**config.mk**
```make
export PLATFORM = sky130hd
export DESIGN_NAME = bcd_scan_driver
export DESIGN_NICKNAME = d
export VERILOG_FILES = /design/src/rtl/bcd_scan_driver.sv
export SDC_FILE = /design/constraint.sdc
export NUM_CORES = 1
export LEC_CHECK = 0
export BUFFER_PORTS_ARGS = -buffer_cell sky130_fd_sc_hd__buf_2
export CORE_MARGIN = 2
export CORE_UTILIZATION = 50
export DETAILED_ROUTE_END_ITERATION = 6
export GPL_TIMING_DRIVEN = 0
export PLACE_DENSITY = 0.69
export SYNTH_ARGS = -nofsm -noshare
export SYNTH_HDL_FRONTEND = slang
export SYNTH_SLANG_ARGS = --single-unit
```
**constraint.sdc**
```tcl
create_clock -name clk -period 3.7 [get_ports clk]
set_clock_uncertainty 0.2 [all_clocks]
set_input_delay 0.37 -clock clk [delete_from_list [all_inputs] [get_ports clk]]
set_output_delay 0.37 -clock clk [all_outputs]
set_load 0.01 [all_outputs]
```
**src/rtl/bcd_scan_driver.sv**
```systemverilog
// bcd_scan_driver
//   Upstream feeder for a BCD-to-seven-segment decoder. Accepts a packed
//   multi-digit BCD word over valid/ready and double-buffers it. It drives one
//   digit at a time with a one-hot digit select, inserts dark guard slots
//   between digits, and swaps in new data only at frame boundaries.
//   Optional feature macro: BCD_SCAN_LEADING_ZERO_BLANK_EN (blank leading zeros).
module bcd_scan_driver #(
    parameter int NUM_DIGITS = 4,
    parameter int PRESCALE   = 1000,
    parameter int GUARD      = 2
) (
    input  logic                          clk,
    input  logic                          rst,
    input  logic                          load_valid,
    output logic                          load_ready,
    input  logic [4*NUM_DIGITS-1:0]       load_data,
    output logic [3:0]                    digit_bcd,
    output logic [NUM_DIGITS-1:0]         digit_sel,
    output logic [$clog2(NUM_DIGITS)-1:0] digit_idx,
    output logic                          frame_done,
    output logic                          err_bcd
);

    localparam int DATA_W  = 4 * NUM_DIGITS;
    localparam int IDX_W   = $clog2(NUM_DIGITS);
    localparam int CNT_MAX = (PRESCALE > GUARD) ? PRESCALE : GUARD;
    localparam int CNT_W   = $clog2(CNT_MAX + 1);

    localparam logic [IDX_W-1:0] LAST_IDX   = IDX_W'(NUM_DIGITS - 1);
    localparam logic [CNT_W-1:0] SCAN_LAST  = CNT_W'(PRESCALE - 1);
    // With GUARD=0 the guard state is never entered, so this value is unused.
    localparam logic [CNT_W-1:0] GUARD_LAST = CNT_W'(GUARD - 1);

    typedef enum logic [1:0] {
        S_IDLE,
        S_SCAN,
        S_GUARD
    } state_t;

    // Per-digit "may light" mask, computed once whenever the active buffer is
    // written: invalid nibbles are always dark, leading zeros optionally so.
    function automatic logic [NUM_DIGITS-1:0] show_mask(input logic [DATA_W-1:0] word);
        logic [NUM_DIGITS-1:0] mask;
        logic                  lit;
        mask = '0;
        lit  = 1'b0;
        for (int k = NUM_DIGITS - 1; k >= 0; k--) begin
`ifdef BCD_SCAN_LEADING_ZERO_BLANK_EN
            lit = lit | (word[4*k +: 4] != 4'd0) | (k == 0);
`else
            lit = 1'b1;
`endif
            mask[k] = lit & (word[4*k +: 4] <= 4'd9);
        end
        return mask;
    endfunction

    function automatic logic has_invalid(input logic [DATA_W-1:0] word);
        logic bad;
        bad = 1'b0;
        for (int k = 0; k < NUM_DIGITS; k++) begin
            bad = bad | (word[4*k +: 4] > 4'd9);
        end
        return bad;
    endfunction

    state_t                state_q;
    logic [CNT_W-1:0]      cnt_q;
    logic [IDX_W-1:0]      idx_q;
    logic [NUM_DIGITS-1:0] sel_q;
    logic [3:0]            bcd_q;
    logic                  frame_done_q;
    logic                  err_q;
    logic                  ready_q;
    logic [DATA_W-1:0]     active_q;
    logic [DATA_W-1:0]     shadow_q;
    logic                  shadow_full_q;
    logic [NUM_DIGITS-1:0] mask_q;

    logic                  accept;
    logic                  scan_end;
    logic                  guard_end;
    logic                  advance;
    logic                  wrap;
    logic                  swap;
    logic [IDX_W-1:0]      next_idx;
    logic [DATA_W-1:0]     next_active;
    logic [NUM_DIGITS-1:0] next_mask;
    logic [NUM_DIGITS-1:0] load_mask;
    logic                  shadow_full_d;

    // Slot sequencing decisions and the values the next digit slot will show.
    always_comb begin
        // NOTE: every combinational output gets a default first so no path
        // leaves a signal unassigned, which would otherwise infer a latch.
        accept        = load_valid & ready_q;
        scan_end      = 1'b0;
        guard_end     = 1'b0;
        advance       = 1'b0;
        wrap          = 1'b0;
        swap          = 1'b0;
        next_idx      = idx_q + IDX_W'(1);
        next_active   = active_q;
        next_mask     = mask_q;
        load_mask     = show_mask(load_data);
        shadow_full_d = shadow_full_q;

        scan_end  = (state_q == S_SCAN)  && (cnt_q == SCAN_LAST);
        guard_end = (state_q == S_GUARD) && (cnt_q == GUARD_LAST);
        advance   = (scan_end && (GUARD == 0)) || guard_end;
        wrap      = advance && (idx_q == LAST_IDX);
        swap      = wrap && shadow_full_q;

        if (wrap) begin
            next_idx = '0;
        end
        if (swap) begin
            next_active = shadow_q;
            next_mask   = show_mask(shadow_q);
        end

        // Shadow empties on a swap; otherwise it fills on any load accepted
        // outside IDLE (a swap and an accept cannot coincide: ready is low).
        if (swap) begin
            shadow_full_d = 1'b0;
        end else if (accept && (state_q != S_IDLE)) begin
            shadow_full_d = 1'b1;
        end
    end

    // Scan FSM with registered outputs, buffers and handshake state.
    always_ff @(posedge clk) begin
        // NOTE: sequential state uses non-blocking assignments only, so every
        // register samples pre-edge values regardless of statement order.
        if (rst) begin
            // NOTE: the data buffers are ordinary registers, not a RAM, and are
            // cleared here so a mid-frame reset discards all data in flight.
            state_q       <= S_IDLE;
            cnt_q         <= '0;
            idx_q         <= '0;
            sel_q         <= '0;
            bcd_q         <= '0;
            frame_done_q  <= 1'b0;
            err_q         <= 1'b0;
            ready_q       <= 1'b1;
            active_q      <= '0;
            shadow_q      <= '0;
            shadow_full_q <= 1'b0;
            mask_q        <= '0;
        end else begin
            frame_done_q  <= 1'b0;
            shadow_full_q <= shadow_full_d;
            ready_q       <= ~shadow_full_d;

            if (accept && has_invalid(load_data)) begin
                err_q <= 1'b1;
            end
            if (accept && (state_q != S_IDLE)) begin
                shadow_q <= load_data;
            end

            case (state_q)
                S_IDLE: begin
                    sel_q <= '0;
                    if (accept) begin
                        active_q <= load_data;
                        mask_q   <= load_mask;
                        state_q  <= S_SCAN;
                        cnt_q    <= '0;
                        idx_q    <= '0;
                        bcd_q    <= load_data[3:0];
                        sel_q    <= load_mask[0] ? NUM_DIGITS'(1) : '0;
                    end
                end

                S_SCAN, S_GUARD: begin
                    if (advance) begin
                        state_q  <= S_SCAN;
                        cnt_q    <= '0;
                        idx_q    <= next_idx;
                        bcd_q    <= next_active[4*next_idx +: 4];
                        sel_q    <= next_mask[next_idx] ? (NUM_DIGITS'(1) << next_idx) : '0;
                        active_q <= next_active;
                        mask_q   <= next_mask;
                        if (wrap) begin
                            frame_done_q <= 1'b1;
                        end
                    end else if (scan_end) begin
                        // Only reachable with GUARD>0: go dark, hold bcd/idx.
                        state_q <= S_GUARD;
                        cnt_q   <= '0;
                        sel_q   <= '0;
                    end else begin
                        cnt_q <= cnt_q + CNT_W'(1);
                    end
                end

                default: begin
                    state_q <= S_IDLE;
                end
            endcase
        end
    end

    assign load_ready = ready_q;
    assign digit_bcd  = bcd_q;
    assign digit_sel  = sel_q;
    assign digit_idx  = idx_q;
    assign frame_done = frame_done_q;
    assign err_bcd    = err_q;

endmodule
```
==> impl_metrics.env <==
export IMPL_route_detailed_drc=0
export IMPL_seqCellArea_um2=1240
export IMPL_first_global_vias=3126
export IMPL_diodes=0
export IMPL_dpl_instance_area_um2=3610
export IMPL_final_max_slew_viol_count=0
export IMPL_drt_antenna_violating_nets=0
export IMPL_cap_viol_max_count=0
export IMPL_rr_endpoint="active_q[3]$_SDFFE_PP0P_"
export IMPL_post_synth_main_area_contributors="sky130_fd_sc_hd__dfxtp_1, sky130_fd_sc_hd__nor2_1, sky130_fd_sc_hd__nand2_1"
export IMPL_power_density_nw_per_um2=774
export IMPL_min_path_type="primary input to register"
export IMPL_final_setup_tns_ps=0
export IMPL_final_period_minus_worst_setup_slack_ps=3280
export IMPL_summed_area_of_non_filler_cells_in_the_final_layout_um2=3800
export IMPL_clk_root_buffer_cell="sky130_fd_sc_hd__clkbuf_8"
export IMPL_maximum_number_of_pins_on_one_net_before_global_route_repair=11
export IMPL_crit_path_top_delay_cell="sky130_fd_sc_hd__a211oi_2"
export IMPL_postSynthCellCount=424
export IMPL_path_class="register to register"
export IMPL_gr_usage_all_layers_pct=28.1
export IMPL_finalSetupViolations=0
export IMPL_critical_path_arrival_ps=3360
export IMPL_reg2reg_depth=9
export IMPL_clock_latency_ps=350
export IMPL_placementRows=29
export IMPL_rsz_0062_raised_after_global_routing="no"
export IMPL_die_area_um2=7390
export IMPL_synth_async_reset_ratio_pct=0
export IMPL_yosys_area_share_adder_pct=3.73
export IMPL_hold_worst_slack_ps=76.5
export IMPL_yosysWarnings=0
export IMPL_post_synth_edffs=0
export IMPL_critical_path_reg2reg_startpoint="state_q[0]$_SDFFE_PP0P_"
export IMPL_yosys_most_used_dff="sky130_fd_sc_hd__dfxtp_1"
export IMPL_post_synth_top_area_fraction_pct=37.0
export IMPL_area_growth_synth_to_final_pct=13.2
export IMPL_gp_congestion=0.945
export IMPL_yosysUniqueCellTypes=52
export IMPL_core_area_um2=6420
export IMPL_grt_first_pass_wirelength_um=15900
export IMPL_cts_setup_buffers=0
export IMPL_timing_critical_path_cells="inv_1 -> ha_1 -> nor4bb_1 -> buf_1 -> nand4_2 -> a211oi_2 -> buf_2 -> o22ai_1 -> nor2_1"
export IMPL_layout_drive_gt1_share_pct=12.8
export IMPL_hold_depth=3
export IMPL_cts_inserted_buffers=9
export IMPL_status="finished, final reports clean"
export IMPL_synth_compound_area_share_pct=27.6
export IMPL_fin_crit_sh_pct=88.5
export IMPL_clock_path_buffers=2
export IMPL_fp_dieW_um=86.0
export IMPL_start_util_pct=52.3
export IMPL_cts_resized=0
export IMPL_post_synth_mux_area_share_pct=1.49
export IMPL_routed_wl_um=9880
export IMPL_synthesis_area_um2=3360
export IMPL_cp_num_buf_inv=3
export IMPL_holdCritStartpoint="load_data[12]"
export IMPL_cts_htree_levels=3
export IMPL_drtPass1Iterations=5
export IMPL_antenna_found_initial=0
export IMPL_min_to="shadow_q[12]$_SDFFE_PP0P_"
export IMPL_hpwl_um=7130
export IMPL_tritoncts_clock_tree="yes"
export IMPL_post_synth_xor_xnor_area_pct=2.09
export IMPL_worstMarginPinSlew_ps=743
export IMPL_nNetsFinal=495
export IMPL_yosys_area_top_type="sky130_fd_sc_hd__dfxtp_1"
export IMPL_end_kind="register"
export IMPL_timing_reg2reg_setup_slack_ps=420
export IMPL_synthSimpleGateAreaFrac_pct=21.7
export IMPL_clk_pin_slew_worst_paths_ps=60
export IMPL_ys_seq_elements=62
export IMPL_footprint_of_the_multi_input_gates_um2=1900
export IMPL_global_route_overflow_total=0
export IMPL_cp_data_required_time_ps=3780
export IMPL_path_max_fanout=10
export IMPL_max_clock_freq_mhz=305
export IMPL_holdBufCountCts=0
export IMPL_portBuffers=31
export IMPL_via_count=3356
export IMPL_critical_path_max_stage_delay_ps=660
export IMPL_synth_net_count=453
export IMPL_number_of_drc_markers_in_iteration_0=245
export IMPL_synth_top_family_by_area="compound AO/OA/AOI/OAI gates"
export IMPL_route_detailed_wl_per_inst_um=18.1
export IMPL_power_leakage_nw=1.37
export IMPL_max_slew_margin_rel_pct=50.3
export IMPL_io_pins=32
export IMPL_die_y_um=86.0
export IMPL_syn_area_per_cell_um2=7.92
export IMPL_synth_sequential_area_ratio_pct=37.0
export IMPL_clock_sinks=62
export IMPL_post_drt_via_cell_ratio=6.15
export IMPL_worstSetupStartpointType="register"
export IMPL_worst_ir_drop_vdd_mv=0.299
export IMPL_fillers=604
export IMPL_timing_final_hold_violations=0
export IMPL_critPathTopFamily="buffers and inverters"
[worst max path at each step]
| stage | depth (start not counted) | slack, ps | endpoint | startpoint |
|---|---|---|---|---|
| after floorplan | 8 | 1150 | digit_sel[0]$_SDFFE_PP0P_ | state_q[0]$_SDFFE_PP0P_ |
| after global placement | 9 | 560 | active_q[11]$_SDFFE_PP0P_ | state_q[0]$_SDFFE_PP0P_ |
| after detailed placement | 9 | 490 | active_q[3]$_SDFFE_PP0P_ | state_q[0]$_SDFFE_PP0P_ |
| after CTS | 9 | 460 | active_q[3]$_SDFFE_PP0P_ | state_q[0]$_SDFFE_PP0P_ |
| after global routing | 9 | 290 | active_q[2]$_SDFFE_PP0P_ | state_q[0]$_SDFFE_PP0P_ |
| final | 9 | 420 | active_q[3]$_SDFFE_PP0P_ | state_q[0]$_SDFFE_PP0P_ |
[cell usage after synthesis (all sizes together), types with 4 or more instances]
| master | count |
|---|---|
| o211ai | 5 |
| nor3 | 4 |
| o21a | 4 |
| ha | 10 |
| and2 | 6 |
| dfxtp | 62 |
| a41oi | 6 |
| clkbuf | 18 |
| nand2 | 48 |
| inv | 29 |
| a211oi | 12 |
| o22ai | 13 |
| o41ai | 10 |
| xor2 | 4 |
| nand3 | 6 |
| o32ai | 4 |
| nand2b | 5 |
| nand4 | 6 |
| a2111oi | 4 |
| xnor2 | 4 |
| nor2 | 49 |
| nor4 | 4 |
| a21oi | 35 |
| a221o | 4 |
| mux2i | 5 |
| buf | 9 |
| a31oi | 15 |
| o21ai | 19 |
[state kept, by name, indices dropped and copies added (netlist names)]
signal / flops
load_ready: 1
cnt_q: 10
frame_done: 1
digit_sel: 4
err_bcd: 1
shadow_q: 16
mask_q: 4
state_q: 2
active_q: 16
shadow_full_q: 1
digit_idx: 2
digit_bcd: 4
[kinds of logic (layout without fill, tap and decap cells)]
| family | after synthesis | count (layout) |
|---|---|---|
| buf+inv | 56 | 101 |
| xor+xnor | 8 | 8 |
| mux | 5 | 5 |
| fa+ha+maj | 10 | 10 |
| flops | 62 | 62 |
| compound gates | 137 | 137 |
| simple gates | 146 | 146 |
[layout make-up]
type | instances | area share [%]
multi-input cells | 306 | 50.0
flip-flops and latches | 62 | 32.6
clock buffers | 14 | 5.07
repair buffers | 31 | 4.08
inverters | 29 | 2.86
plain buffers | 27 | 2.80
well taps | 77 | 2.53
[routing by layer]
layer  vias up  GRT usage [%]  share of wire, %
met1      1565           35.2                43
met4         0           12.4               2.3
li1       1618              -                 -
met2       150           45.7                47
met5         -              0                 0
met3        23           6.74               7.1
[layout by cell type, fill, tap and decap left out, drive strengths merged, types with 2 or more instances in the layout]
cell type  netlist  layout
and3             2       2
nor4bb           2       2
o22ai           13      13
a221o            4       4
nand2           48      48
xor2             4       4
a21oi           35      35
ha              10      10
buf              9      40
and2             6       6
nor2            49      49
nor2b            2       2
a31oi           15      15
dfxtp           62      62
inv             29      29
o21a             4       4
nand3b           3       3
o41ai           10      10
or4              2       2
o21ai           19      19
nand3            6       6
or3              3       3
or2              2       2
clkbuf          18      32
nand2b           5       5
nor4             4       4
a21o             2       2
o32ai            4       4
a41oi            6       6
a2111oi          4       4
nand4            6       6
nor3             4       4
xnor2            4       4
mux2i            5       5
o211ai           5       5
a211oi          12      12
[tightest hold or removal path: stages]
cell and delay (ps):
sky130_fd_sc_hd__buf_2 110, sky130_fd_sc_hd__nand2_1 50, sky130_fd_sc_hd__a21oi_1 50
[power by group]
group / internal, mW / total, mW / switching, mW
Clock: 0.328 / 0.591 / 0.263
Sequential: 0.828 / 0.930 / 0.102
Combinational: 0.491 / 1.42 / 0.930
[metrics by stage]
stage	util, %	std cells	power (mW)	setup slack [ps]
4_1_cts	59.2	546	2.92	462
6_report	59.2	546	2.94	425
5_1_grt	59.2	546	3.14	293
2_1_floorplan	-	424	1.93	1150
3_3_place_gp	56.2	532	2.30	560
3_5_place_dp	56.2	532	2.33	494
Power figures use the tool's default switching activity.
